### src/rtl/uart_rx_sampler_if.sv
// Received-byte stream of uart_rx_sampler.
// data_o/valid_o go toward the consumer, and ready_i comes back from it.
interface uart_rx_sampler_if;
  logic [7:0] data_o;
  logic       valid_o;
  logic       ready_i;

  modport master (output data_o, output valid_o, input ready_i);
  modport slave  (input data_o, input valid_o, output ready_i);
endinterface

### src/rtl/uart_rx_sampler.sv
// UART receiver: 2-flop sync, centre sampling, 8N1 (8E1 when UART_RX_PARITY_EN is defined).
// Latency: valid_o rises 3 cycles after the stop-bit centre reaches rx_pin_i.
// Backpressure: one holding register; a byte completing while it is unaccepted is dropped and overrun_o is set.
module uart_rx_sampler #(
  parameter int CLKS_PER_BIT = 104,
  parameter int DATA_BITS    = 8
) (
  input  logic              clk_i,
  input  logic              rst_ni,
  input  logic              rx_pin_i,
  uart_rx_sampler_if.master rx_out,
  output logic              busy_o,
  output logic              frame_err_o,
  output logic              overrun_o,
  output logic              parity_err_o,
  input  logic              err_clr_i
);
  localparam int CW = $clog2(CLKS_PER_BIT);
  localparam int BW = $clog2(DATA_BITS);
  localparam logic [CW-1:0] FULL = CW'(CLKS_PER_BIT - 1);
  localparam logic [CW-1:0] HALF = CW'(CLKS_PER_BIT / 2 - 1);
  localparam logic [BW-1:0] LAST = BW'(DATA_BITS - 1);

  typedef enum logic [2:0] {IDLE, START, DATA, PARITY, STOP, BREAK} state_t;

`ifdef UART_RX_PARITY_EN
  localparam state_t AFTER_DATA = PARITY;
`else
  localparam state_t AFTER_DATA = STOP;
`endif

  logic [1:0]           sync_q;
  logic                 rx_s;
  state_t               state_q, state_d;
  logic [CW-1:0]        cnt_q, cnt_d;
  logic [BW-1:0]        idx_q, idx_d;
  logic [DATA_BITS-1:0] shift_q, shift_d;
  logic                 par_bad_q, par_bad_d;
  logic [DATA_BITS-1:0] data_q;
  logic                 valid_q;
  logic                 frame_err_q, overrun_q, parity_err_q;
  logic                 tick, deliver, frame_set, par_set, overrun_set, accept_new;

  assign rx_s = sync_q[1];
  assign tick = (cnt_q == '0);

  always_comb begin
    state_d   = state_q;
    cnt_d     = cnt_q - CW'(1);
    idx_d     = idx_q;
    shift_d   = shift_q;
    par_bad_d = par_bad_q;
    deliver   = 1'b0;
    frame_set = 1'b0;
    par_set   = 1'b0;
    case (state_q)
      IDLE: begin
        if (!rx_s) begin
          state_d = START;
          cnt_d   = HALF;
        end
      end
      START: begin
        if (tick) begin
          if (rx_s) begin
            state_d = IDLE;
          end else begin
            state_d   = DATA;
            cnt_d     = FULL;
            idx_d     = '0;
            par_bad_d = 1'b0;
          end
        end
      end
      DATA: begin
        if (tick) begin
          // LSB arrives first, so shifting in at the top leaves bit 0 at the bottom
          shift_d = {rx_s, shift_q[DATA_BITS-1:1]};
          cnt_d   = FULL;
          idx_d   = idx_q + BW'(1);
          if (idx_q == LAST) state_d = AFTER_DATA;
        end
      end
`ifdef UART_RX_PARITY_EN
      PARITY: begin
        if (tick) begin
          par_set   = (^shift_q) ^ rx_s;
          par_bad_d = par_set;
          cnt_d     = FULL;
          state_d   = STOP;
        end
      end
`endif
      STOP: begin
        if (tick) begin
          if (rx_s) begin
            deliver = !par_bad_q;
            state_d = IDLE;
          end else begin
            frame_set = 1'b1;
            state_d   = BREAK;
          end
        end
      end
      BREAK: begin
        if (rx_s) state_d = IDLE;
      end
      default: state_d = IDLE;
    endcase
  end

  assign accept_new  = deliver && (!valid_q || rx_out.ready_i);
  assign overrun_set = deliver && valid_q && !rx_out.ready_i;

  always_ff @(posedge clk_i or negedge rst_ni) begin
    if (!rst_ni) begin
      sync_q       <= 2'b11;
      state_q      <= IDLE;
      cnt_q        <= '0;
      idx_q        <= '0;
      shift_q      <= '0;
      par_bad_q    <= 1'b0;
      data_q       <= '0;
      valid_q      <= 1'b0;
      frame_err_q  <= 1'b0;
      overrun_q    <= 1'b0;
      parity_err_q <= 1'b0;
    end else begin
      sync_q    <= {sync_q[0], rx_pin_i};
      state_q   <= state_d;
      cnt_q     <= cnt_d;
      idx_q     <= idx_d;
      shift_q   <= shift_d;
      par_bad_q <= par_bad_d;
      if (accept_new) begin
        data_q  <= shift_q;
        valid_q <= 1'b1;
      end else if (valid_q && rx_out.ready_i) begin
        valid_q <= 1'b0;
      end
      // a new error event in the clear cycle must survive the clear
      frame_err_q  <= frame_set   | (frame_err_q  & ~err_clr_i);
      overrun_q    <= overrun_set | (overrun_q    & ~err_clr_i);
      parity_err_q <= par_set     | (parity_err_q & ~err_clr_i);
    end
  end

  assign rx_out.data_o  = data_q;
  assign rx_out.valid_o = valid_q;
  assign busy_o         = (state_q != IDLE);
  assign frame_err_o    = frame_err_q;
  assign overrun_o      = overrun_q;
  assign parity_err_o   = parity_err_q;
endmodule
### src/flat_wrapper.sv
// flat-port wrapper written by rule: the top's interface ports become plain ports
module uart_rx_sampler_flat 
#(
  parameter int CLKS_PER_BIT = 104,
  parameter int DATA_BITS    = 8
)
  (clk_i, rst_ni, rx_pin_i, busy_o, frame_err_o, overrun_o, parity_err_o, err_clr_i, rx_out_data_o, rx_out_valid_o, rx_out_ready_i);
  uart_rx_sampler_if rx_out_i ();
  input  logic clk_i;
  input  logic rst_ni;
  input  logic rx_pin_i;
  output logic busy_o;
  output logic frame_err_o;
  output logic overrun_o;
  output logic parity_err_o;
  input  logic err_clr_i;
  output wire logic [$bits(rx_out_i.data_o)-1:0] rx_out_data_o;
  output wire logic [$bits(rx_out_i.valid_o)-1:0] rx_out_valid_o;
  input wire logic [$bits(rx_out_i.ready_i)-1:0] rx_out_ready_i;
  assign rx_out_data_o = rx_out_i.data_o;
  assign rx_out_valid_o = rx_out_i.valid_o;
  assign rx_out_i.ready_i = rx_out_ready_i;
  uart_rx_sampler #(.CLKS_PER_BIT(CLKS_PER_BIT), .DATA_BITS(DATA_BITS)) u_core (.clk_i(clk_i), .rst_ni(rst_ni), .rx_pin_i(rx_pin_i), .rx_out(rx_out_i), .busy_o(busy_o), .frame_err_o(frame_err_o), .overrun_o(overrun_o), .parity_err_o(parity_err_o), .err_clr_i(err_clr_i));
endmodule
### config.mk
export PLATFORM = sky130hd
export DESIGN_NAME = uart_rx_sampler_flat
export DESIGN_NICKNAME = d
export VERILOG_FILES = /design/src/rtl/uart_rx_sampler_if.sv /design/src/rtl/uart_rx_sampler.sv /design/src/flat_wrapper.sv
export SDC_FILE = /design/constraint.sdc
export NUM_CORES = 1
export LEC_CHECK = 0
export CAP_MARGIN = 20
export CORE_ASPECT_RATIO = 1.75
export CORE_MARGIN = 1.5
export CORE_UTILIZATION = 49
export DETAILED_ROUTE_END_ITERATION = 16
export PLACE_DENSITY = 0.85
export SETUP_SLACK_MARGIN = 0.2
export SYNTH_ARGS = -nofsm -noshare
export SYNTH_HDL_FRONTEND = slang
export SYNTH_SLANG_ARGS = --single-unit
export TNS_END_PERCENT = 10
### constraint.sdc
create_clock -name clk_i -period 1.7 [get_ports clk_i]
set_input_delay 0.51 -clock clk_i [delete_from_list [all_inputs] [get_ports clk_i]]
set_output_delay 0.51 -clock clk_i [all_outputs]
set_load 0.02 [all_outputs]
==> results.ini, run 1 <==
[status]
result_of_the_run = finished, violations left
failed_checks = setup timing

[global_routing]
grt_antenna_before_repair = 0
busiest_layer = met2
grt_pass1_wl_um = 5380
grt.overflow.total = 0
largest_net_degree_at_the_start_of_global_routing = 36
grtUsageTotal_pct = 21.7
global_route.usage.met1_pct = 21.5
use_met2_pct = 38.3
first_global_vias = 1212
grtUsageMet3_pct = 6.64

[power]
max-vdd-ir-drop_uv = 567
cellPowerDensity_nw_per_um2 = 733
static-leakage-power_nw = 0.998

[timing]
finalCritPeriodShare_pct = 103
clock-skew-final_ps = 6.20
final_hold_viol_count = 0
max_freq_mhz = 568
timing_worst_slew_pin_value_ps = 330
timing.final.ws_setup_ps = -59.3
max_slew_headroom_pct = 77.8
setup_viol_count_final = 10
post-route-min-period_ps = 1760
slew_viol_final = 0
rsz0062_at_grt = true

[clock_network]
clk_transition_reported_paths_ps = 70
tritoncts = done
worst_skew_pair.late_latency_ps = 290
cts-buffers-inserted = 5
cts.sinks = 35
max-clock-path-buffers = 2
cts_root_buf = sky130_fd_sc_hd__clkbuf_8
cts_htree_levels = 2
cts.hold.buffers_added = 0

[floorplanning]
chipHeight_um = 76.5
core_region_area_um2 = 2930
initial_utilization_pct = 51.7
fp.dieW_um = 45.0
fp-row-count = 26
design.die.area_um2 = 3450
ios = 18

[detailed_routing]
detailedRoute.firstIterationViolations = 18
route.antenna.remaining_nets = 0
num_vias = 1080
drt-wirelength-per-cell_um = 18.2
drc = 0
viasPerCell = 5.71
routed_wl_um = 3440
first_pass_iters = 5

[final_layout]
postLayoutCoreUtil_pct = 68.0
drive_gt1_share_pct = 33.5
flip_flop_and_latch_area_um2 = 878
antenna_cells = 0
stdcell_count = 189
design.final.nets = 169
multi_input_area_um2 = 652
nFillCells = 232
layout-area-overhead-vs-synth_pct = 31.5

[placement]
place.detailed.instances = 179
routabilityCongestion = 0.818
port_buffers = 17
detailed_place_hpwl_um = 2290

[setup_path]
crit_required_ps = 1870
crit_arrival_ps = 1930
timing_worst_setup_path_type = reg -> reg
setup.worst_path.end_class = register
critPathLaunchType = register
critPathMaxFanout = 8
ff2ff_setup_slack_ps = -60

[yosys]
synthesis.area_um2 = 1510
yosys_warnings = 0
avgSynthCellArea_um2 = 12.6
syn-num-nets = 129
synth.distinct_cells = 34
synth_seq_cells = 35
synth_seq_area_share_pct = 58.0
synthCells = 120

[job]
maxCapViolations = 0

[hold_path]
type_of_the_worst_min_delay_path = reg -> reg

## worst max-delay path: stages (launching register included)
cell and delay [ps]:
sky130_fd_sc_hd__dfrtp_1 410, sky130_fd_sc_hd__nor4_4 350, sky130_fd_sc_hd__nand4_1 210, sky130_fd_sc_hd__nor2b_2 180, sky130_fd_sc_hd__buf_6 170, sky130_fd_sc_hd__mux2_4 310
## path summary, 6_finish.rpt
check | startpoint | to | cells after the start
setup / recovery | u_core.cnt_q[5] | u_core.rx_out.data_o[6] | 5
hold / removal | u_core.sync_q[0] | u_core.sync_q[1] | 0
setup reg to reg | u_core.cnt_q[5] | u_core.rx_out.data_o[6] | 5
hold reg to reg | u_core.sync_q[0] | u_core.sync_q[1] | 0
max in group asynchronous | rst_ni | u_core.sync_q[0] | 2
min in group asynchronous | rst_ni | u_core.cnt_q[6] | 2
## stage by stage
stage	TNS [ps]	cell area, um2	setup slack, ps	hold slack, ps	power, W
finish	-429	1990	-59.3	355	0.00146
global route	-1570	1990	-153	364	0.00151
CTS	-669	1950	-89.4	358	0.00147
detailed placement	-2570	1840	-234	347	0.000892
global placement	-1360	1840	-164	346	0.000891
floorplan	0	1520	32.0	214	0.000858
## what timing repair did
action                     CTS  global route
setup endpoints to repair   39            40
setup buffers                1             1
pin swaps                    5             3
resized for setup           35            10
## state kept, by name, summed over array words and instances, names as in the netlist
signal / flops
u_core.rx_out.data_o: 8
u_core.cnt_q: 7
u_core.sync_q: 2
u_core.state_q: 3
u_core.parity_err_o: 1
u_core.shift_q: 8
u_core.overrun_o: 1
u_core.rx_out.valid_o: 1
u_core.idx_q: 3
u_core.frame_err_o: 1
## kinds of logic (layout without fill, tap and decap cells)
| kind of cell | Yosys count | after routing | synth area share (%) |
|---|---|---|---|
| AND/OR/NAND/NOR | 37 | 37 | 14.5 |
| buffers and inverters | 8 | 49 | 2.64 |
| flip-flops | 35 | 35 | 58.0 |
| multiplexers | 16 | 16 | 11.9 |
| XOR/XNOR | 4 | 4 | 2.31 |
| adder cells (fa/ha/maj) | 4 | 4 | 3.31 |
| AO/OA/AOI/OAI | 16 | 16 | 7.27 |
## Yosys cell counts
master                       n  area share, %
sky130_fd_sc_hd__inv_1       4           0.99
sky130_fd_sc_hd__dfrtp_1    33             55
sky130_fd_sc_hd__or3_1       1           0.41
sky130_fd_sc_hd__nand4_1     1           0.41
sky130_fd_sc_hd__nor3b_1     1           0.50
sky130_fd_sc_hd__a22o_1      2            1.2
sky130_fd_sc_hd__a21o_1      1           0.50
sky130_fd_sc_hd__nor2_1      6            1.5
sky130_fd_sc_hd__o21ai_0     3           0.99
sky130_fd_sc_hd__and2_0      1           0.41
sky130_fd_sc_hd__and3_1      1           0.41
sky130_fd_sc_hd__a41o_1      1           0.66
sky130_fd_sc_hd__o31ai_1     1           0.50
sky130_fd_sc_hd__nor4_1      1           0.41
sky130_fd_sc_hd__nand2b_1    3            1.2
sky130_fd_sc_hd__xnor2_1     3            1.7
sky130_fd_sc_hd__xor2_1      1           0.58
sky130_fd_sc_hd__nand3_1     1           0.33
sky130_fd_sc_hd__a21boi_0    1           0.50
sky130_fd_sc_hd__nor2b_1     7            2.9
sky130_fd_sc_hd__o2111ai_1   1           0.58
sky130_fd_sc_hd__dfstp_2     2            3.5
sky130_fd_sc_hd__buf_4       2           0.99
sky130_fd_sc_hd__mux2_2     16             12
sky130_fd_sc_hd__o22ai_1     2           0.83
sky130_fd_sc_hd__a21oi_1     3           0.99
sky130_fd_sc_hd__buf_2       2           0.66
sky130_fd_sc_hd__and2b_1     1           0.50
sky130_fd_sc_hd__or4_1       1           0.50
sky130_fd_sc_hd__nand3_4     1            1.2
sky130_fd_sc_hd__o41ai_1     1           0.58
sky130_fd_sc_hd__nand2_1    10            2.5
sky130_fd_sc_hd__ha_1        4            3.3
sky130_fd_sc_hd__nor4_4      1            1.4
## power by group
| group | total (W) | switching (W) | internal, W |
|---|---|---|---|
| combinational | 0.0000386 | 0.0000220 | 0.0000166 |
| clock | 0.000582 | 0.000295 | 0.000287 |
| sequential | 0.000838 | 0.000000971 | 0.000837 |
## layout by cell type, fill, tap and decap left out, drive strengths merged
| master | Yosys | routed |
|---|---|---|
| a22o | 2 | 2 |
| nand2b | 3 | 3 |
| xnor2 | 3 | 3 |
| clkdlybuf4s50 | 0 | 4 |
| nand3 | 2 | 2 |
| a21oi | 3 | 3 |
| a21o | 1 | 1 |
| clkdlybuf4s15 | 0 | 10 |
| dfstp | 2 | 2 |
| nor2b | 7 | 7 |
| or4 | 1 | 1 |
| inv | 4 | 4 |
| mux2 | 16 | 16 |
| xor2 | 1 | 1 |
| o31ai | 1 | 1 |
| dfrtp | 33 | 33 |
| nor2 | 6 | 6 |
| o41ai | 1 | 1 |
| nor3b | 1 | 1 |
| and2 | 1 | 1 |
| a21boi | 1 | 1 |
| a41o | 1 | 1 |
| buf | 4 | 21 |
| or3 | 1 | 1 |
| nand4 | 1 | 1 |
| ha | 4 | 4 |
| clkinv | 0 | 1 |
| clkbuf | 0 | 7 |
| and3 | 1 | 1 |
| dlygate4sd2 | 0 | 2 |
| nor4 | 2 | 2 |
| o21ai | 3 | 3 |
| and2b | 1 | 1 |
| o2111ai | 1 | 1 |
| nand2 | 10 | 10 |
| o22ai | 2 | 2 |
## metal layers
| metal | part of all wire [%] | vias up |
|---|---|---|
| met4 | 2.9 | 0 |
| met2 | 59 | 27 |
| li1 | - | 493 |
| met1 | 34 | 550 |
| met5 | 0 | - |
| met3 | 4.0 | 10 |
## area by class of cell
class                      instances  share of cell area [%]
clock buffer                       7                    3.83
clock inverter                     1                   0.251
inverter                           4                   0.754
multi-input combinational         77                    32.7
sequential                        35                    44.1
tap                               28                    1.76
timing repair buffer              37                    16.5
No activity file was read; power rests on OpenSTA's default activity.
==> inputs of run 2 (changes only) <==
Settings changed: CORE_ASPECT_RATIO 1.75 to default, CORE_UTILIZATION 49 to 50, GPL_ROUTABILITY_DRIVEN from default to 0, PLACE_DENSITY 0.85 to 0.84.
Clock period 1.7 ns to 2.16 ns, I/O delays scaled along.
==> results.ini, run 2 (synthesis results as in run 1) <==
[floorplanning]
design.die.area_um2 = 3370  ; was 3450 um2
initial_utilization_pct = 54.0  ; was 51.7%
fp-row-count = 19  ; was 26
core_region_area_um2 = 2810  ; was 2930 um2
ios = 18  ; unchanged
chipHeight_um = 58.0  ; was 76.5 um
fp.dieW_um = 58.0  ; was 45.0 um

[placement]
place.detailed.instances = 169  ; was 179
pre_cts_slack_ps = 119  ; was -234 ps
detailed_place_hpwl_um = 1780  ; was 2290 um
port_buffers = 17  ; unchanged

[detailed_routing]
route.antenna.remaining_nets = 0  ; unchanged
drc = 0  ; unchanged
num_vias = 974  ; was 1,080
drt-wirelength-per-cell_um = 14.1  ; was 18.2 um
first_pass_iters = 10  ; was 5
routed_wl_um = 2530  ; was 3440 um
detailedRoute.firstIterationViolations = 37  ; was 18
viasPerCell = 5.41  ; was 5.71

[timing]
final_hold_viol_count = 0  ; unchanged
finalCritPeriodShare_pct = 92.2
slew_viol_final = 0  ; unchanged
hold_slack_ps = 360  ; was 355 ps
max_slew_headroom_pct = 59.6  ; was 77.8%
total_negative_slack_for_setup_checks_ps = 0  ; was -429 ps
timing.final.ws_setup_ps = 169  ; was -59.3 ps
timing_worst_slew_pin_value_ps = 606  ; was 330 ps
post-route-min-period_ps = 1990
rsz0062_at_grt = true  ; unchanged
max_freq_mhz = 502
setup_viol_count_final = 0  ; was 10
clock-skew-final_ps = 16.7  ; was 6.20 ps

[power]
cellPowerDensity_nw_per_um2 = 619  ; was 733 nW/um2
max-vdd-ir-drop_uv = 575  ; was 567 uV
static-leakage-power_nw = 0.917  ; was 0.998 nW

[setup_path]
critical-path-slowest-cell = sky130_fd_sc_hd__clkdlybuf4s50_1  ; was sky130_fd_sc_hd__dfrtp_1
crit_path_cell_count = 1  ; was 5
worstPathBufferInverterCount = 1  ; unchanged
critPathMaxFanout = 2  ; was 8
timing.reg2reg.worst_path_depth = 5  ; unchanged
critPathLaunchType = register  ; unchanged
critical_path.cell_chain = clkdlybuf4s50_1  ; was nor4_4, nand4_1, nor2b_2, buf_6, mux2_4
critical_r2r_capture = u_core.rx_out.data_o[0]  ; was u_core.rx_out.data_o[6]
crit_arrival_ps = 1340  ; was 1930 ps
setup.worst_path.end_class = primary output  ; was register
rr_startpoint = u_core.cnt_q[4]  ; was u_core.cnt_q[5]
cp-startpoint = u_core.rx_out.data_o[7]  ; was u_core.cnt_q[5]
crit_required_ps = 1510  ; was 1870 ps
timing_worst_setup_path_type = reg -> out  ; was reg -> reg
ff2ff_setup_slack_ps = 280  ; was -60 ps
max_stage_delay_ps = 620  ; was 410 ps
critical-path-top-delay-family = buffers and inverters  ; was simple AND/OR/NAND/NOR gates
endpoint = rx_out_data_o[7]  ; was u_core.rx_out.data_o[6]

[global_routing]
grt.overflow.total = 0  ; unchanged
grt_pass1_wl_um = 4430  ; was 5380 um
first_global_vias = 996  ; was 1,212
largest_net_degree_at_the_start_of_global_routing = 36  ; unchanged
grt_antenna_before_repair = 0  ; unchanged
grtUsageTotal_pct = 17.7  ; was 21.7%

[final_layout]
design.final.nets = 157  ; was 169
antenna_cells = 0  ; unchanged
final_common_cell = sky130_fd_sc_hd__dfrtp_1  ; unchanged
stdcell_count = 180  ; was 189
drive_gt1_share_pct = 26.2  ; was 33.5%
layout-area-overhead-vs-synth_pct = 21.9  ; was 31.5%
layout_common_cells = sky130_fd_sc_hd__dfrtp_1, sky130_fd_sc_hd__mux2_2, sky130_fd_sc_hd__clkdlybuf4s50_1, sky130_fd_sc_hd__nand2_1, sky130_fd_sc_hd__buf_4  ; was sky130_fd_sc_hd__dfrtp_1, sky130_fd_sc_hd__buf_4, sky130_fd_sc_hd__nand2_1, sky130_fd_sc_hd__clkdlybuf4s15_1, sky130_fd_sc_hd__mux2_4
postLayoutCoreUtil_pct = 65.8  ; was 68.0%

[clock_network]
cts.sinks = 35  ; unchanged
cts.hold.buffers_added = 0  ; unchanged
cts_root_buf = sky130_fd_sc_hd__clkbuf_4  ; was sky130_fd_sc_hd__clkbuf_8
cts_htree_levels = 2  ; unchanged
max-clock-path-buffers = 2  ; unchanged
cts-buffers-inserted = 5  ; unchanged
tritoncts = done  ; unchanged
clk_transition_reported_paths_ps = 120  ; was 70 ps
worst_skew_pair.late_latency_ps = 340  ; was 290 ps

[status]
result_of_the_run = finished clean  ; was finished, violations left

[hold_path]
type_of_the_worst_min_delay_path = reg -> reg  ; unchanged

[job]
maxCapViolations = 0  ; unchanged

[run 2: through the flow]
step / total power (W) / area, um2
final: 0.00114 / 1850
after global routing: 0.00119 / 1850
after CTS: 0.00116 / 1820
after detailed placement: 0.000697 / 1740
after global placement: 0.000696 / 1740
after floorplan: 0.000675 / 1510
[run 2: per-layer routing]
layer	wire length, um	track usage, %	share of wire (%)	vias up
li1	-	-	-	476
met1	1180	23.9	47	463
met2	1190	27.4	47	31
met3	124	4.69	4.9	4
met4	40	6.98	1.6	0
met5	0	0	0	-
[run 2: worst min path at each step]
stage | slack (ps) | startpoint | cells after the start | to
final | 360 | u_core.sync_q[0] | 0 | u_core.sync_q[1]
after global routing | 370 | u_core.sync_q[0] | 0 | u_core.sync_q[1]
after CTS | 360 | u_core.sync_q[0] | 0 | u_core.sync_q[1]
after detailed placement | 350 | u_core.sync_q[0] | 0 | u_core.sync_q[1]
after global placement | 350 | u_core.sync_q[0] | 0 | u_core.sync_q[1]
after floorplan | 350 | rst_ni | 0 | u_core.cnt_q[0]
[run 2: final cells by class]
type / instances / area [um2]
fillers: 217 / 960
well taps: 31 / 38.8
clock inverters: 3 / 43.8
multi-input cells: 77 / 603
repair buffers: 25 / 228
clock buffers: 5 / 37.5
flip-flops and latches: 35 / 880
inverters: 4 / 15.0
[run 2: what timing repair did]
item,4_1_cts,5_1_grt
pin swaps,0,1
gates resized for setup,5,3
setup buffers,1,2
setup endpoints to repair,12,32
[run 2: power breakdown]
group | leakage (nW) | total (W) | internal [W] | switching (W)
clock network | 0.0452 | 0.000458 | 0.000243 | 0.000215
registers | 0.465 | 0.000661 | 0.000658 | 0.00000218
logic | 0.406 | 0.0000227 | 0.00000920 | 0.0000135
total | 0.917 | 0.00114 | 0.000911 | 0.000231
==> inputs of run 3 (changes only) <==
--- a/config.mk
+++ b/config.mk
@@ -9,6 +9,6 @@
 export CORE_MARGIN = 1.5
-export CORE_UTILIZATION = 50
+export CORE_UTILIZATION = 38
 export DETAILED_ROUTE_END_ITERATION = 16
 export GPL_ROUTABILITY_DRIVEN = 0
-export PLACE_DENSITY = 0.84
+export PLACE_DENSITY = 0.69
 export SETUP_SLACK_MARGIN = 0.2
==> constraint.sdc (replaced) <==
create_clock -name clk_i -period 2.16 [get_ports clk_i]
set_input_delay 0.54 -clock clk_i [delete_from_list [all_inputs] [get_ports clk_i]]
set_output_delay 0.54 -clock clk_i [all_outputs]
set_load 0.02 [all_outputs]
==> results.ini, run 3 (synthesis results as in run 1) <==
[timing]
timing.final.ws_setup_ps = 244  ; was 169 ps
total_negative_slack_for_setup_checks_ps = 0  ; unchanged
setup_viol_count_final = 0  ; unchanged
timing_worst_slew_pin_value_ps = 446  ; was 606 ps
rsz0062_at_grt = true  ; unchanged
post-route-min-period_ps = 1920  ; was 1990 ps
max_freq_mhz = 522  ; was 502 MHz
max_slew_headroom_pct = 70.3  ; was 59.6%
final_hold_viol_count = 0  ; unchanged
clock-skew-final_ps = 8.86  ; was 16.7 ps
slew_viol_final = 0  ; unchanged
finalCritPeriodShare_pct = 88.7  ; was 92.2%
hold_slack_ps = 357  ; was 360 ps

[placement]
detailed_place_hpwl_um = 1890  ; was 1780 um
pre_cts_slack_ps = 218  ; was 119 ps
place.detailed.instances = 186  ; was 169
port_buffers = 17  ; unchanged

[detailed_routing]
detailedRoute.firstIterationViolations = 37  ; unchanged
drt-wirelength-per-cell_um = 13.5  ; was 14.1 um
viasPerCell = 4.99  ; was 5.41
drc = 0  ; unchanged
route.antenna.remaining_nets = 0  ; unchanged
num_vias = 969  ; was 974
first_pass_iters = 4  ; was 10
routed_wl_um = 2610  ; was 2530 um

[final_layout]
drive_gt1_share_pct = 24.7  ; was 26.2%
antenna_cells = 0  ; unchanged
layout_common_cells = sky130_fd_sc_hd__dfrtp_1, sky130_fd_sc_hd__mux2_2, sky130_fd_sc_hd__clkdlybuf4s50_1, sky130_fd_sc_hd__nand2_1  ; was sky130_fd_sc_hd__dfrtp_1, sky130_fd_sc_hd__mux2_2, sky130_fd_sc_hd__clkdlybuf4s50_1, sky130_fd_sc_hd__nand2_1, sky130_fd_sc_hd__buf_4
stdcell_count = 194  ; was 180
design.final.nets = 154  ; was 157
final_common_cell = sky130_fd_sc_hd__dfrtp_1  ; unchanged
nFillCells = 347  ; was 217
flip_flop_and_latch_area_um2 = 880  ; unchanged
layout-area-overhead-vs-synth_pct = 23.8  ; was 21.9%
multi_input_area_um2 = 598  ; was 603 um2

[clock_network]
cts.hold.buffers_added = 0  ; unchanged
tritoncts = done  ; unchanged
cts_htree_levels = 2  ; unchanged
worst_skew_pair.late_latency_ps = 290  ; was 340 ps
ctsResizeCount = 3  ; was 5
cts_root_buf = sky130_fd_sc_hd__clkbuf_8  ; was sky130_fd_sc_hd__clkbuf_4
max-clock-path-buffers = 2  ; unchanged
cts.sinks = 35  ; unchanged
cts-buffers-inserted = 5  ; unchanged
cts_setup_buffers = 0  ; was 1
clk_transition_reported_paths_ps = 80  ; was 120 ps

[global_routing]
grt.overflow.total = 0  ; unchanged
grtUsageTotal_pct = 14.5  ; was 17.7%
grt_antenna_before_repair = 0  ; unchanged
first_global_vias = 984  ; was 996
grt_pass1_wl_um = 4530  ; was 4430 um
largest_net_degree_at_the_start_of_global_routing = 36  ; unchanged

[job]
maxCapViolations = 0  ; unchanged

[floorplanning]
design.die.area_um2 = 4370  ; was 3370 um2
core_region_area_um2 = 3740  ; was 2810 um2
fp-row-count = 22  ; was 19
initial_utilization_pct = 40.4  ; was 54.0%
fp.dieW_um = 66.1  ; was 58.0 um
chipHeight_um = 66.1  ; was 58.0 um
ios = 18  ; unchanged

[status]
result_of_the_run = finished clean  ; unchanged

[hold_path]
type_of_the_worst_min_delay_path = reg -> reg  ; unchanged
holdPathStages = 0  ; unchanged

[power]
max-vdd-ir-drop_uv = 338  ; was 575 uV
cellPowerDensity_nw_per_um2 = 677  ; was 619 nW/um2
static-leakage-power_nw = 0.901  ; was 0.917 nW

[setup_path]
setup.worst_path.end_class = primary output  ; unchanged
critPathMaxFanout = 7  ; was 2
critPathLaunchType = register  ; unchanged
crit_arrival_ps = 1380  ; was 1340 ps
timing_worst_setup_path_type = reg -> out  ; unchanged
timing.reg2reg.worst_path_depth = 5  ; unchanged
crit_required_ps = 1620  ; was 1510 ps

-- run 3: critical path: stages, from the launching register on --
cell	delay, ps
sky130_fd_sc_hd__dfrtp_2	450
sky130_fd_sc_hd__or3_1	380
sky130_fd_sc_hd__clkdlybuf4s15_2	260
-- run 3: power breakdown --
part | internal [W] | switching, W | total (W)
clock network | 0.000343 | 0.000241 | 0.000585
registers | 0.000659 | 0.00000217 | 0.000661
logic | 0.00000919 | 0.0000141 | 0.0000233
-- run 3: routing by layer --
metal  vias to the layer above  GRT usage [%]  routed length, um
met2                        30           21.9               1220
met5                         -              0                  0
li1                        461              -                  -
met4                         0           8.42                 70
met1                       472           17.4               1170
met3                         6           5.79                144
-- run 3: cell type report --
| type | instances | share of cell area, % |
|---|---|---|
| clock buffers | 5 | 3.67 |
| clock inverters | 3 | 2.34 |
| inverters | 4 | 0.801 |
| multi-input cells | 77 | 31.9 |
| flip-flops and latches | 35 | 46.9 |
| well taps | 48 | 3.20 |
| repair buffers | 22 | 11.1 |
-- run 3: final timing paths --
| path | endpoint | start | slack [ps] |
|---|---|---|---|
| hold / removal | u_core.sync_q[1] | u_core.sync_q[0] | 360 |
| min in group asynchronous | u_core.cnt_q[2] | rst_ni | 660 |
| setup reg to reg | u_core.rx_out.data_o[5] | u_core.cnt_q[2] | 260 |
| hold reg to reg | u_core.sync_q[1] | u_core.sync_q[0] | 360 |
| max in group asynchronous | u_core.sync_q[0] | rst_ni | 1160 |
| setup / recovery | busy_o | u_core.state_q[2] | 240 |
-- run 3: per-stage QoR --
stage / area [um2] / power, W / util, %
after floorplan: 1510 / 0.000675 / -
after global placement: 1760 / 0.000696 / 46.9
after detailed placement: 1760 / 0.000697 / 46.9
after CTS: 1870 / 0.00129 / 50.0
after global routing: 1870 / 0.00132 / 50.1
final: 1870 / 0.00127 / 50.1
==> patch (config.mk and constraints of run 1) <==
The option `UART_RX_PARITY_EN` is turned on by a define.
--- a/src/rtl/uart_rx_sampler.sv
+++ b/src/rtl/uart_rx_sampler.sv
@@ -3,2 +3,4 @@
 // Backpressure: one holding register; a byte completing while it is unaccepted is dropped and overrun_o is set.
+`define UART_RX_PARITY_EN
+
 module uart_rx_sampler #(
Behaviour: no difference found for any inputs over 10 cycles, from zero or initial values and one cycle with rst_ni low; that may be too few to reach the edited logic, so the function may still have changed.
==> patch against run 1 <==
- first-iteration DRC count increased to 2.7 times the old value
- combinational power increased by 24%
- sequential cell count increased by 1
- area after synthesis increased by 13%
- design area increased by 12%
- clock power increased by 6.9%
- setup slack got worse by 0.40 ns
- total power increased by 5.0%
- utilization decreased by 1.5 points
- the run still ends with setup timing left
- routed wire length increased by 13%
==> patch: results <==
set metrics [dict create \
    gp_congestion 0.876 \
    wl_per_cell_um 16.5 \
    async_reset_ff_share_pct 100 \
    vias 1306 \
    cts-root-buf "clkbuf_8" \
    fin_util_pct 66.5 \
    use_met2_pct 38.4 \
    yosys-top-cells-count "dfrtp_1 (34), mux2_2 (16), nand2_1 (10)" \
    drtIter0Drc 48 \
    bufAreaShareNonClock_pct 15.2 \
    multi_input_area_sq_um 822 \
    status "complete, but fails checks" \
    num_rows 28 \
    synth.area.top_cells "dfrtp_1 (50%), mux2_2 (11%), xnor2_1 (4.1%)" \
    nets 199 \
    synth_flop_cell "dfrtp_1" \
    synthDistinctLibCells 34 \
    layout-drive-gt1-share_pct 41.9 \
    final-clk-cell-share_pct 4.14 \
    fin_tns_setup_ns -8.00 \
    pre_cts_slack_ns -0.480 \
    finClkSkew_ns 0.00757 \
    violations "setup timing" \
    ys_seq_area_share_pct 53.0 \
    inv_count 6 \
    clock_buffers 5 \
    path_clk_slew_ns 0.08 \
    n_all_buffers 44 \
    grt_pass1_vias 1393 \
    leakagePower_nw 1.13 \
    antenna_found_initial 0 \
    dp_hpwl_um 2680 \
    firstDrtPassIters 4 \
    postCtsSetupRepairBufs 0 \
    track_usage_pct 23.5 \
    synthAdderAreaFrac_pct 2.93 \
    use_met3_pct 7.56 \
    nFillCells 263 \
    dpl_cell_area_sq_mm 0.00212 \
    syn-num-nets 156 \
    use_met1_pct 24.1 \
    synthMuxAreaShare_pct 12.3 \
    arrival_ns 2.33 \
    peakVddDrop_uv 653 \
    nMultiInputCombCells 97 \
    grt_pass1_wl_um 6230 \
    setup_viol 26 \
    grt_max_degree 37 \
    synth_compound_area_share_pct 8.14 \
    design.seq.count 36 \
    worst_pin_slew_ns 0.309 \
    seq_share_pct 40.4 \
    timing.final.ws_setup_ns -0.456 \
    synth_xor_area_share_pct 6.97 \
]
-- patch: through the flow --
stage                     hold WS (ns)  std cells
final                            0.353        236
after global routing             0.363        236
after CTS                        0.352        236
after detailed placement         0.352        228
after global placement           0.350        228
after floorplan                  0.214        147
-- patch: timing repair --
action,in CTS,in global routing
gates resized for setup,44,23
pin swaps,2,1
setup endpoints to repair,47,47
hold buffers,0,0
-- patch: final timing paths --
kind	start	end	slack, ns	depth (start not counted)
worst max-delay path	u_core.cnt_q[2]	u_core.rx_out.data_o[6]	-0.46	5
worst min-delay path	u_core.sync_q[0]	u_core.sync_q[1]	0.35	0
worst max register to register	u_core.cnt_q[2]	u_core.rx_out.data_o[6]	-0.46	5
worst min register to register	u_core.sync_q[0]	u_core.sync_q[1]	0.35	0
max in group asynchronous	rst_ni	u_core.sync_q[0]	0.87	2
min in group asynchronous	rst_ni	u_core.frame_err_o	0.57	2
-- patch: where the power goes --
part | internal (W) | switching, W
Sequential | 0.000860 | 0.00000129
Combinational | 0.0000197 | 0.0000281
Clock | 0.000290 | 0.000332
-- patch: kinds of logic (layout without fill, tap and decap cells) --
family                     after synthesis  after routing
adders and majority gates                4              4
xor gates and xnor gates                12             12
AOI/OAI and AO/OA                       23             23
muxes                                   19             19
buffers and inverters                   14             58
DFF                                     36             36
and+or+nand+nor                         39             39
-- patch: routing by layer --
metal,part of all wire [%],vias up
met5,0,-
met4,5.9,0
met3,4.4,20
met2,56,33
met1,34,653
li1,-,600
-- patch: critical path, stage by stage (launching register included) --
cell and delay [ns]:
dfrtp_1 0.38, or4_4 0.54, or4_4 0.52, nor2b_4 0.14
buf_8 0.15, mux2_4 0.31
